### src/rtl/pipeline_pkg.sv
// Shared pipeline definitions: fetch widths, reset PC and the {pc, instr}
// fetch packet handed from instruction fetch to the IF/ID register.
package pipeline_pkg;

    localparam int unsigned ISIZE = 32;
    localparam int unsigned WSIZE = 32;
    localparam logic [ISIZE-1:0] RESET_PC = '0;

    // Fetch packet as seen by IF/ID
    typedef struct packed {
        logic [ISIZE-1:0] pc;
        logic [WSIZE-1:0] instr;
    } fetch_pkt_t;

endpackage

### src/rtl/fetch_fifo.sv
// fetch_fifo: 2-entry synchronous FIFO with push, pop and clear and a
// registered head, so the head data never combinationally follows push_data.
// Ports:
//   clk, rst      clock, synchronous active-high reset
//   clear         drop all entries (wins over push/pop)
//   push, push_data  write one entry; the caller guarantees room
//   pop           remove the head entry (ignored when empty)
//   valid         registered, count != 0
//   head          registered head entry
//   count         occupancy 0..2
module fetch_fifo #(
    parameter int unsigned DW = 64
) (
    input  logic          clk,
    input  logic          rst,
    input  logic          clear,
    input  logic          push,
    input  logic [DW-1:0] push_data,
    input  logic          pop,
    output logic          valid,
    output logic [DW-1:0] head,
    output logic [1:0]    count
);

    logic [1:0]    count_q, count_d;
    logic [DW-1:0] head_q, head_d;
    logic [DW-1:0] tail_q, tail_d;
    logic          valid_q, valid_d;
    logic          pop_eff;

    // Next-state for the two storage slots; head always holds the oldest entry
    always_comb begin
        count_d = count_q;
        head_d  = head_q;
        tail_d  = tail_q;
        pop_eff = pop && (count_q != 2'd0);
        if (clear) begin
            count_d = 2'd0;
        end else begin
            unique case (count_q)
                2'd0: begin
                    if (push) begin
                        head_d  = push_data;
                        count_d = 2'd1;
                    end
                end
                2'd1: begin
                    if (push && pop_eff) begin
                        head_d = push_data;
                    end else if (push) begin
                        tail_d  = push_data;
                        count_d = 2'd2;
                    end else if (pop_eff) begin
                        count_d = 2'd0;
                    end
                end
                2'd2: begin
                    if (pop_eff) begin
                        head_d = tail_q;
                        if (push) begin
                            tail_d = push_data;
                        end else begin
                            count_d = 2'd1;
                        end
                    end
                end
                default: count_d = 2'd0;
            endcase
        end
        valid_d = (count_d != 2'd0);
    end

    always_ff @(posedge clk) begin
        if (rst) begin
            count_q <= 2'd0;
            head_q  <= '0;
            tail_q  <= '0;
            valid_q <= 1'b0;
        end else begin
            count_q <= count_d;
            head_q  <= head_d;
            tail_q  <= tail_d;
            valid_q <= valid_d;
        end
    end

    assign valid = valid_q;
    assign head  = head_q;
    assign count = count_q;

endmodule

### src/rtl/instr_fetch_stage.sv
// instr_fetch_stage: PC owner and fetch issue logic. Issues word-addressed
// reads to a 1-cycle synchronous instruction memory and buffers the returned
// {pc, instr} pairs in a 2-entry FIFO feeding IF/ID over valid/ready.
// Ports:
//   clk, rst                 clock, synchronous active-high reset
//   imem_req, imem_addr      memory read request / word address (= pc)
//   imem_rdata               read data, one cycle after imem_req
//   redirect, redirect_pc    flush and restart fetch at redirect_pc
//   out_valid, out_ready     handshake towards IF/ID
//   out_instr, out_pc        fetched word and its address
module instr_fetch_stage #(
    parameter int unsigned ISIZE = pipeline_pkg::ISIZE,
    parameter int unsigned WSIZE = pipeline_pkg::WSIZE,
    parameter logic [ISIZE-1:0] RESET_PC = ISIZE'(pipeline_pkg::RESET_PC)
) (
    input  logic             clk,
    input  logic             rst,
    output logic             imem_req,
    output logic [ISIZE-1:0] imem_addr,
    input  logic [WSIZE-1:0] imem_rdata,
    input  logic             redirect,
    input  logic [ISIZE-1:0] redirect_pc,
    output logic             out_valid,
    input  logic             out_ready,
    output logic [WSIZE-1:0] out_instr,
    output logic [ISIZE-1:0] out_pc
);

    localparam int unsigned DW = ISIZE + WSIZE;

    logic [ISIZE-1:0] pc_q, pc_d;
    logic             inflight_q, inflight_d;
    logic [ISIZE-1:0] inflight_pc_q, inflight_pc_d;

    logic [1:0]    count;
    logic          pop_c;
    logic          push_c;
    logic [2:0]    occ_c;
    logic [DW-1:0] head;

    assign pop_c = out_valid && out_ready;

    // Slots committed after this cycle: entries left after a pop plus the
    // response still in flight. Counting the pop keeps one fetch per cycle.
    assign occ_c = 3'(count) - 3'(pop_c) + 3'(inflight_q);

    assign imem_req  = !rst && !redirect && (occ_c < 3'd2);
    assign imem_addr = pc_q;

    // A response landing in a redirect cycle belongs to the old stream
    assign push_c = inflight_q && !redirect;

    // PC and in-flight tracking
    always_comb begin
        pc_d          = pc_q;
        inflight_d    = 1'b0;
        inflight_pc_d = inflight_pc_q;
        if (redirect) begin
            pc_d = redirect_pc;
        end else if (imem_req) begin
            pc_d          = pc_q + ISIZE'(1);
            inflight_d    = 1'b1;
            inflight_pc_d = pc_q;
        end
    end

    always_ff @(posedge clk) begin
        if (rst) begin
            pc_q          <= RESET_PC;
            inflight_q    <= 1'b0;
            inflight_pc_q <= '0;
        end else begin
            pc_q          <= pc_d;
            inflight_q    <= inflight_d;
            inflight_pc_q <= inflight_pc_d;
        end
    end

    fetch_fifo #(
        .DW(DW)
    ) u_fifo (
        .clk       (clk),
        .rst       (rst),
        .clear     (redirect),
        .push      (push_c),
        .push_data ({inflight_pc_q, imem_rdata}),
        .pop       (pop_c),
        .valid     (out_valid),
        .head      (head),
        .count     (count)
    );

    assign out_pc    = head[DW-1:WSIZE];
    assign out_instr = head[WSIZE-1:0];

endmodule
### config.mk
export PLATFORM = sky130hd
export DESIGN_NAME = instr_fetch_stage
export DESIGN_NICKNAME = d
export VERILOG_FILES = /design/src/rtl/pipeline_pkg.sv /design/src/rtl/fetch_fifo.sv /design/src/rtl/instr_fetch_stage.sv
export SDC_FILE = /design/constraint.sdc
export NUM_CORES = 1
export LEC_CHECK = 0
export CELL_PAD_IN_SITES_DETAIL_PLACEMENT = 1
export CELL_PAD_IN_SITES_GLOBAL_PLACEMENT = 1
export CORE_ASPECT_RATIO = 1.2
export CORE_MARGIN = 2
export CORE_UTILIZATION = 25
export DETAILED_ROUTE_END_ITERATION = 10
export GPL_ROUTABILITY_DRIVEN = 0
export GPL_TIMING_DRIVEN = 0
export PLACE_DENSITY = 0.65
export SLEW_MARGIN = 0
export SYNTH_ARGS = -nofsm -noshare
export SYNTH_HDL_FRONTEND = slang
export SYNTH_SLANG_ARGS = --single-unit
### constraint.sdc
create_clock -name clk -period 5.1 [get_ports clk]
set_input_delay 1.53 -clock clk [delete_from_list [all_inputs] [get_ports clk]]
set_output_delay 1.53 -clock clk [all_outputs]
set_load 0.02 [all_outputs]
Yosys cells after proc, flatten, opt, wreduce, memory -nomap -nowiden. Cells that the tools add are included.

Register bits after elaboration: 196. Input bits: 68. Output and inout port bits: 98.

Add/sub/neg operators: 3. Magnitude comparators: 1. Equal/unequal tests: 6. Mux-type cells: 19. Bitwise logic cells: 1. Reductions and logical operators: 18.

Operators by type and width (count): $mux W64 (6); $pmux W64 S3 (1); $pmux W64 S2 (1); $mux W32 (2); $add A32 B1 Y32 const B (1); $mux W2 (7); $reduce_bool A2 Y1 (4); $logic_and A1 B1 Y1 (6); $ne A2 B1 Y1 const B (3); $pmux W2 S3 (1); $reduce_and A5 Y1 (1); $reduce_and A4 Y1 (1); $add A3 B1 Y3 (1); $lt A3 B2 Y1 const B (1); $reduce_bool A3 Y1 (1); $sub A2 B1 Y3 (1); $eq A2 B1 Y1 const B (1); $eq A2 B2 Y1 const B (1); $logic_not A1 Y1 (2); $logic_not A2 Y1 (1); $ne A2 B2 Y1 const B (1); $reduce_and A2 Y1 (1); $reduce_or A2 Y1 (1); $mux W1 (1); $not A1 Y1 (1).

Depth between registers and ports, before layout. Gate-level depths: netlist of run 1.

Word-level depth: 8. Gate-level depth with buffers: 11.

By module. A second synthesis of run 1 with hierarchy kept.

Cell total of the unflattened synthesis: 995. Area, all modules: 9491.6 um^2.

By module, submodules not included: fetch_fifo (times used 1, cells each 600, area each 6374.9 um^2); instr_fetch_stage (times used 1, cells each 395, area each 3116.7 um^2).

Worst setup path after synthesis of run 1. OpenSTA, ideal clock, no wires.

Path kind: input-to-output. Start: input port out_ready. End: output port imem_req. Arrival: 3.339 ns. Data required time: 3.570 ns. Path slack: 0.231 ns. Stages on the path: 8. Path through: and2_1 ha_1 nand2b_1 fa_1 xnor2_1 nand3_1 inv_2 buf_1.

Longest elaborated chain between the ends: 5.

RTL lines: start: declaration (RTL line instr_fetch_stage.sv:24) `input logic out_ready,`; $logic_and A1 B1 Y1 (RTL line instr_fetch_stage.sv:41) `assign pop_c = out_valid && out_ready;`; $sub A2 B1 Y3 (RTL line instr_fetch_stage.sv:45) `assign occ_c = 3'(count) - 3'(pop_c) + 3'(inflight_q);`; $add A3 B1 Y3 (RTL line instr_fetch_stage.sv:45); $lt A3 B2 Y1 (RTL line instr_fetch_stage.sv:47) `assign imem_req = !rst && !redirect && (occ_c < 3'd2);`; $logic_and A1 B1 Y1 (RTL line instr_fetch_stage.sv:47); end: declaration (RTL line instr_fetch_stage.sv:18) `output logic imem_req,`.

No other way between the ends.

Final worst setup path of run 1. Same ends and word-level chain as after synthesis.

==> impl_metrics.ini, run 1 <==
[yosys]
synth_edf_count = 0
ys_warn_count = 0
ys_seq_area_share_pct = 46.8
synthFlopType = dfxtp_1
synth_top_area_cell = dfxtp_1
async_reset_ff_share_pct = 0
syn-cell-area_um2 = 8380
yosysTopAreaCellShare_pct = 46.8
syn-num-nets = 1065
synthCells = 990
ys_ff_latch = 196
synth.area.top_cells = dfxtp_1 (47%), nand2_1 (9.7%), mux2i_1 (8.0%)
syn_avg_cell_area_um2 = 8.47
synth.distinct_cells = 55

[clock_tree]
clk_latency_ns = 0.44
cts-htree-levels = 4
root_buffer = clkbuf_16
cts_tree = yes
clkTransAtPathRegs_ns = 0.07
holdBufCountCts = 0
clock_sinks = 196
clk_path_buf_depth = 2
cts_buffers = 17

[grt]
grt_pass1_wl_um = 43200
grt_antenna_before_repair = 0
grt_max_degree = 19
grt_pass1_vias = 7806
overflow = 0
grt.total_usage_pct = 16.1

[sta]
max_freq_mhz = 212
min_period_over_period_pct = 92.6
rsz0062_at_grt = false
skew_ns = 0.0172
period_minus_slack_ns = 4.72
finalSetupViolCount = 0
finalHoldViolCount = 0
tightest_slew_ns = 0.891
relSlewSlack_pct = 40.6
slew_viol_final = 0

[outcome]
status = complete, no violations

[floorplan]
die_h_um = 205
die_w_um = 171
die_area_um2 = 35000
coreArea_um2 = 33100
rows = 73
initial_core_util_pct = 25.4
io_pins = 166

[setup_path]
crit_path_end_kind = primary output
critPathKind = in -> out
cp_max_fo = 2
cp-start-kind = input pin
crit_arrival_ns = 3.19
required_ns = 3.57

[power]
ir_drop_mv = 0.214
finalPower_w = 0.00344
power.density_nw_per_um2 = 306
p_leak_nw = 3.58

[place]
io_buffers = 164
place_inst = 1604
dp_hpwl_um = 21100

[route]
ant_nets = 0
first_iter_violations = 286
viasPerCell = 4.65
drc = 0
dr.pass1.iters = 4
routedWlPerCell_um = 17.1
vias = 7624
routed_wl_um = 28100

[final_layout]
nets = 1251
final_common_cell = nand2_1
finalNonFillerCells = 1639
syn_to_final_growth_pct = 34.2
antenna_cells = 0
fillers = 3971
layout-drive-gt1-share_pct = 7.23
final_cell_mix = nand2_1 (217), dfxtp_1 (196), clkdlybuf4s50_1 (162)

[min_path]
min_path_type = reg -> reg

[job]
drv_cap = 0
[per-stage QoR]
stage | setup slack (ns) | hold WS, ns | instance area (um^2) | utilization (%) | TNS [ns]
2_1_floorplan | 0.231 | 0.436 | 8380 | - | 0
3_3_place_gp | -1.41 | 0.441 | 10600 | 32.0 | -1.41
3_5_place_dp | -1.45 | 0.448 | 10600 | 32.0 | -1.45
4_1_cts | 0.0290 | 0.458 | 11200 | 33.9 | 0
5_1_grt | 0.294 | 0.471 | 11300 | 34.0 | 0
6_report | 0.378 | 0.456 | 11300 | 34.0 | 0
[state kept, by name (all words and copies together) (netlist names)]
register,count
inflight_q,1
u_fifo.tail_q,64
imem_addr,32
u_fifo.count,2
u_fifo.head,64
u_fifo.valid,1
inflight_pc_q,32
[cells by family after synthesis]
| logic type | after synthesis | share of synthesized area [%] |
|---|---|---|
| buffers and inverters | 89 | 4.63 |
| multiplexers | 69 | 8.27 |
| flip-flops | 196 | 46.8 |
| adder cells (fa/ha/maj) | 7 | 1.13 |
| XOR/XNOR | 11 | 1.15 |
| AND/OR/NAND/NOR | 381 | 20.7 |
| AO/OA/AOI/OAI | 237 | 17.4 |
[final timing paths]
| kind | start | slack (ns) | depth (start not counted) | endpoint |
|---|---|---|---|---|
| hold / removal | u_fifo.tail_q[63]$_SDFFE_PP0P_ | 0.46 | 2 | u_fifo.tail_q[63]$_SDFFE_PP0P_ |
| setup reg to reg | u_fifo.count[0]$_SDFF_PP0_ | 2.01 | 12 | imem_addr[2]$_SDFFE_PP0P_ |
| setup / recovery | out_ready | 0.38 | 9 | imem_req |
| hold reg to reg | u_fifo.tail_q[63]$_SDFFE_PP0P_ | 0.46 | 2 | u_fifo.tail_q[63]$_SDFFE_PP0P_ |
[per-layer routing]
| layer | routed length [um] | global-route usage, % | vias to the layer above | part of all wire, % |
|---|---|---|---|---|
| li1 | - | - | 3831 | - |
| met1 | 12900 | 20.1 | 3626 | 46 |
| met2 | 13800 | 28.1 | 142 | 49 |
| met3 | 795 | 2.57 | 25 | 2.8 |
| met4 | 509 | 5.18 | 0 | 1.8 |
| met5 | 0 | 0 | - | 0 |
[layout make-up]
type,count,area (um^2),area share [%]
buffer,76,339,3.01
clock buffer,20,457,4.06
clock inverter,12,144,1.28
inverter,12,47.5,0.423
multi-input combinational,705,4110,36.5
sequential,196,3920,34.9
tap,450,563,5.00
timing repair buffer,168,1670,14.9
[cell usage after synthesis (all sizes together), types with 12 or more instances]
cell type and number:
nand2 217, dfxtp 196, a21oi 116, nor2 79, a211oi 68, mux2i 67
clkbuf 40, buf 37, a31oi 14, nand3 13, nor3 13, o21ai 13
and2 12, inv 12
[where the power goes]
group          internal [W]  total [W]  switching, W  leakage [nW]
combinational      0.000188   0.000413      0.000225          1.70
sequential          0.00158    0.00164     0.0000573          1.59
clock              0.000759    0.00139      0.000629         0.284
[worst max-delay path, stage by stage]
cell and delay (ns):
dlymetal6s2s_1 0.15, and2_4 0.15, ha_1 0.26, nand2b_1 0.17, fa_2 0.41, xnor2_4 0.19, nand3_4 0.11, inv_4 0.09
buf_4 0.14
[what timing repair did]
action                     CTS  global route
hold endpoints to repair     0             0
buffers inserted             3             1
resized for setup            9             4
setup endpoints to repair    1             1
pin swaps                    2             3
Note: power is estimated with default switching activity, not from simulation.
==> run 2, diff against run 1 <==
--- a/config.mk
+++ b/config.mk
@@ -13,8 +13,9 @@
 export DETAILED_ROUTE_END_ITERATION = 10
 export GPL_ROUTABILITY_DRIVEN = 0
 export GPL_TIMING_DRIVEN = 0
-export PLACE_DENSITY = 0.65
+export PLACE_DENSITY = 0.63
 export SLEW_MARGIN = 0
 export SYNTH_ARGS = -nofsm -noshare
 export SYNTH_HDL_FRONTEND = slang
+export SYNTH_HIERARCHICAL = 1
 export SYNTH_SLANG_ARGS = --single-unit
==> run 2 against run 1 <==
Compared with the run above:
- sequential share of layout area down 3.4 points
- global-route usage decreased by 0.13 points
- final cell count rose by 2.3%
- clock power grew 7%
- worst hold slack better by 0.016 ns
- clock skew is essentially flat
- routed wire length up 12%
- largest cell class unchanged
==> impl_metrics.ini, run 2 <==
[outcome]
status = complete, no violations

[clock_tree]
clk_path_buf_depth = 2
clk_latency_ns = 0.45
clkTransAtPathRegs_ns = 0.07
clock_sinks = 196
holdBufCountCts = 0
cts_tree = yes
cts_buffers = 17
root_buffer = clkbuf_16
cts-htree-levels = 4

[yosys]
synthFlopType = dfxtp_1
synth_edf_count = 0
ys_seq_area_share_pct = 41.3
yosysTopAreaCellShare_pct = 41.3
synth.distinct_cells = 63
ys_ff_latch = 196
syn_avg_cell_area_um2 = 9.54
syn-cell-area_um2 = 9490
synth_common_cells = dfxtp_1 (196), nand2b_1 (132), mux2i_1 (131)
synthCells = 995
syn-num-nets = 1066
synth.area.top_cells = dfxtp_1 (41%), mux2i_1 (14%), a211oi_1 (8.9%)
ys_warn_count = 6
synth_top_area_cell = dfxtp_1
yosysMostFrequentCell = dfxtp_1
async_reset_ff_share_pct = 0

[final_layout]
final_cell_mix = dfxtp_1 (196), clkdlybuf4s50_1 (164), mux2i_1 (131), nand2b_1 (131), a211oi_1 (112)
regArea_um2 = 3920
fin_area_um2 = 12500
final_common_cell = dfxtp_1
syn_to_final_growth_pct = 31.3
multiInputGateArea_um2 = 5020
finalNonFillerCells = 1677
layout-drive-gt1-share_pct = 10.0
nets = 1255
antenna_cells = 0
fillers = 4325

[sta]
finalHoldViolCount = 0
fin_setup_tns_ns = 0
rsz0062_at_grt = false
relSlewSlack_pct = 24.0
finalSetupViolCount = 0
period_minus_slack_ns = 5.03
min_period_over_period_pct = 98.7
skew_ns = 0.0171
tightest_slew_ns = 1.13
slew_viol_final = 0
max_freq_mhz = 199

[place]
dp_hpwl_um = 23200
placed_area_um2 = 11700
io_buffers = 165
place_inst = 1640

[route]
routed_wl_um = 31600
first_iter_violations = 356
dr.pass1.iters = 5
vias = 8118
routedWlPerCell_um = 18.8
drc = 0
viasPerCell = 4.84
ant_nets = 0

[floorplan]
die_w_um = 182
die_area_um2 = 39500
rows = 78
coreArea_um2 = 37700
die_h_um = 217
initial_core_util_pct = 25.2
io_pins = 166

[grt]
overflow = 0
grt_max_degree = 19
grt_antenna_before_repair = 0
grt_pass1_wl_um = 48900
grt.total_usage_pct = 15.9
grt_pass1_vias = 8546

[power]
ir_drop_mv = 0.231
finalPower_w = 0.00356
p_leak_nw = 4.41
power.density_nw_per_um2 = 285

[setup_path]
crit_arrival_ns = 3.50
cpLargestDelayFamily = buffers and inverters
cp-startpoint = out_ready
required_ns = 3.57
critical-path-max-stage-delay_ns = 0.46
cpMaxStageDelayCell = clkdlybuf4s50_1
reg2reg_from = u_fifo/count[0]$_SDFF_PP0_
path_cells = clkdlybuf4s50_1 -> and2_4 -> ha_4 -> nand2b_4 -> fa_2 -> xnor2_2 -> nand3_2 -> inv_2 -> buf_8
path_buf_inv = 3
critPathKind = in -> out
cp_max_fo = 3
crit_path_end_kind = primary output
cp-start-kind = input pin

[min_path]
min_from = u_fifo/tail_q[27]$_SDFFE_PP0P_
min_path_type = reg -> reg

[job]
drv_cap = 0
## run 2: cell types whose count changed after synthesis, moves of 15 or more
cell	previous run	this run
mux2i_1	67	131
nand2b_1	4	132
nor2_1	79	17
a211oi_2	1	16
nor2b_1	2	17
a21oi_1	116	48
nand2_1	217	83
buf_2	28	12
a211oi_1	67	112
## run 2: worst paths after layout
check,cells after the start,endpoint,slack [ns]
max,9,imem_req,0.07
min,2,u_fifo/tail_q[27]$_SDFFE_PP0P_,0.47
max reg2reg,11,imem_addr[26]$_SDFFE_PP0P_,1.93
min reg2reg,2,u_fifo/tail_q[27]$_SDFFE_PP0P_,0.47
## run 2: metal layers
layer | global-route usage [%] | share of wire, %
met3 | 2.09 | 2.8
met4 | 5.38 | 1.9
met5 | 0 | 0
met2 | 28.6 | 51
met1 | 19.6 | 45
## run 2: logic make-up (layout without fill, tap and decap cells)
logic type	Yosys count	after routing	share of synthesized area (%)
simple gates	319	319	18.9
compound gates	236	236	17.9
flops	196	196	41.3
mux	134	134	14.2
buf+inv	95	297	6.14
xor+xnor	12	12	1.11
fa+ha+maj	3	3	0.475
## run 2: area by class of cell
| type | instances | share of cell area, % |
|---|---|---|
| buffer | 87 | 4.44 |
| clock buffer | 19 | 3.55 |
| clock inverter | 13 | 1.58 |
| inverter | 6 | 0.181 |
| multi-input combinational | 704 | 40.2 |
| sequential | 196 | 31.5 |
| tap | 480 | 4.82 |
| timing repair buffer | 172 | 13.7 |
## run 2: worst min-delay path, delay by kind of cell (launching register included)
family           cells  cell delay [ns]
DFF                  1             0.31
and+or+nand+nor      1             0.06
muxes                1             0.05
## run 2: per-stage QoR
stage               util, %  hold WS (ns)  worst slack, ns
finish                 33.1         0.472           0.0666
floorplan                 -         0.448           0.0642
global route           33.1         0.495           0.0145
detailed placement     31.2         0.466            -1.59
global placement       31.2         0.458            -1.51
CTS                    33.1         0.480           0.0194
## run 2: report_power, final
part | internal (W) | switching [W] | leakage [nW] | total (W)
Combinational | 0.000206 | 0.000233 | 2.50 | 0.000439
Clock | 0.000845 | 0.000642 | 0.310 | 0.00149
Sequential | 0.00157 | 0.0000559 | 1.59 | 0.00163
Total | 0.00263 | 0.000931 | 4.41 | 0.00356
## run 2: repair_timing
| action | CTS | global route |
|---|---|---|
| setup endpoints to repair | 1 | 1 |
| gates resized for setup | 14 | 3 |
| buffers inserted | 5 | 2 |
| pin swaps | 2 | 3 |
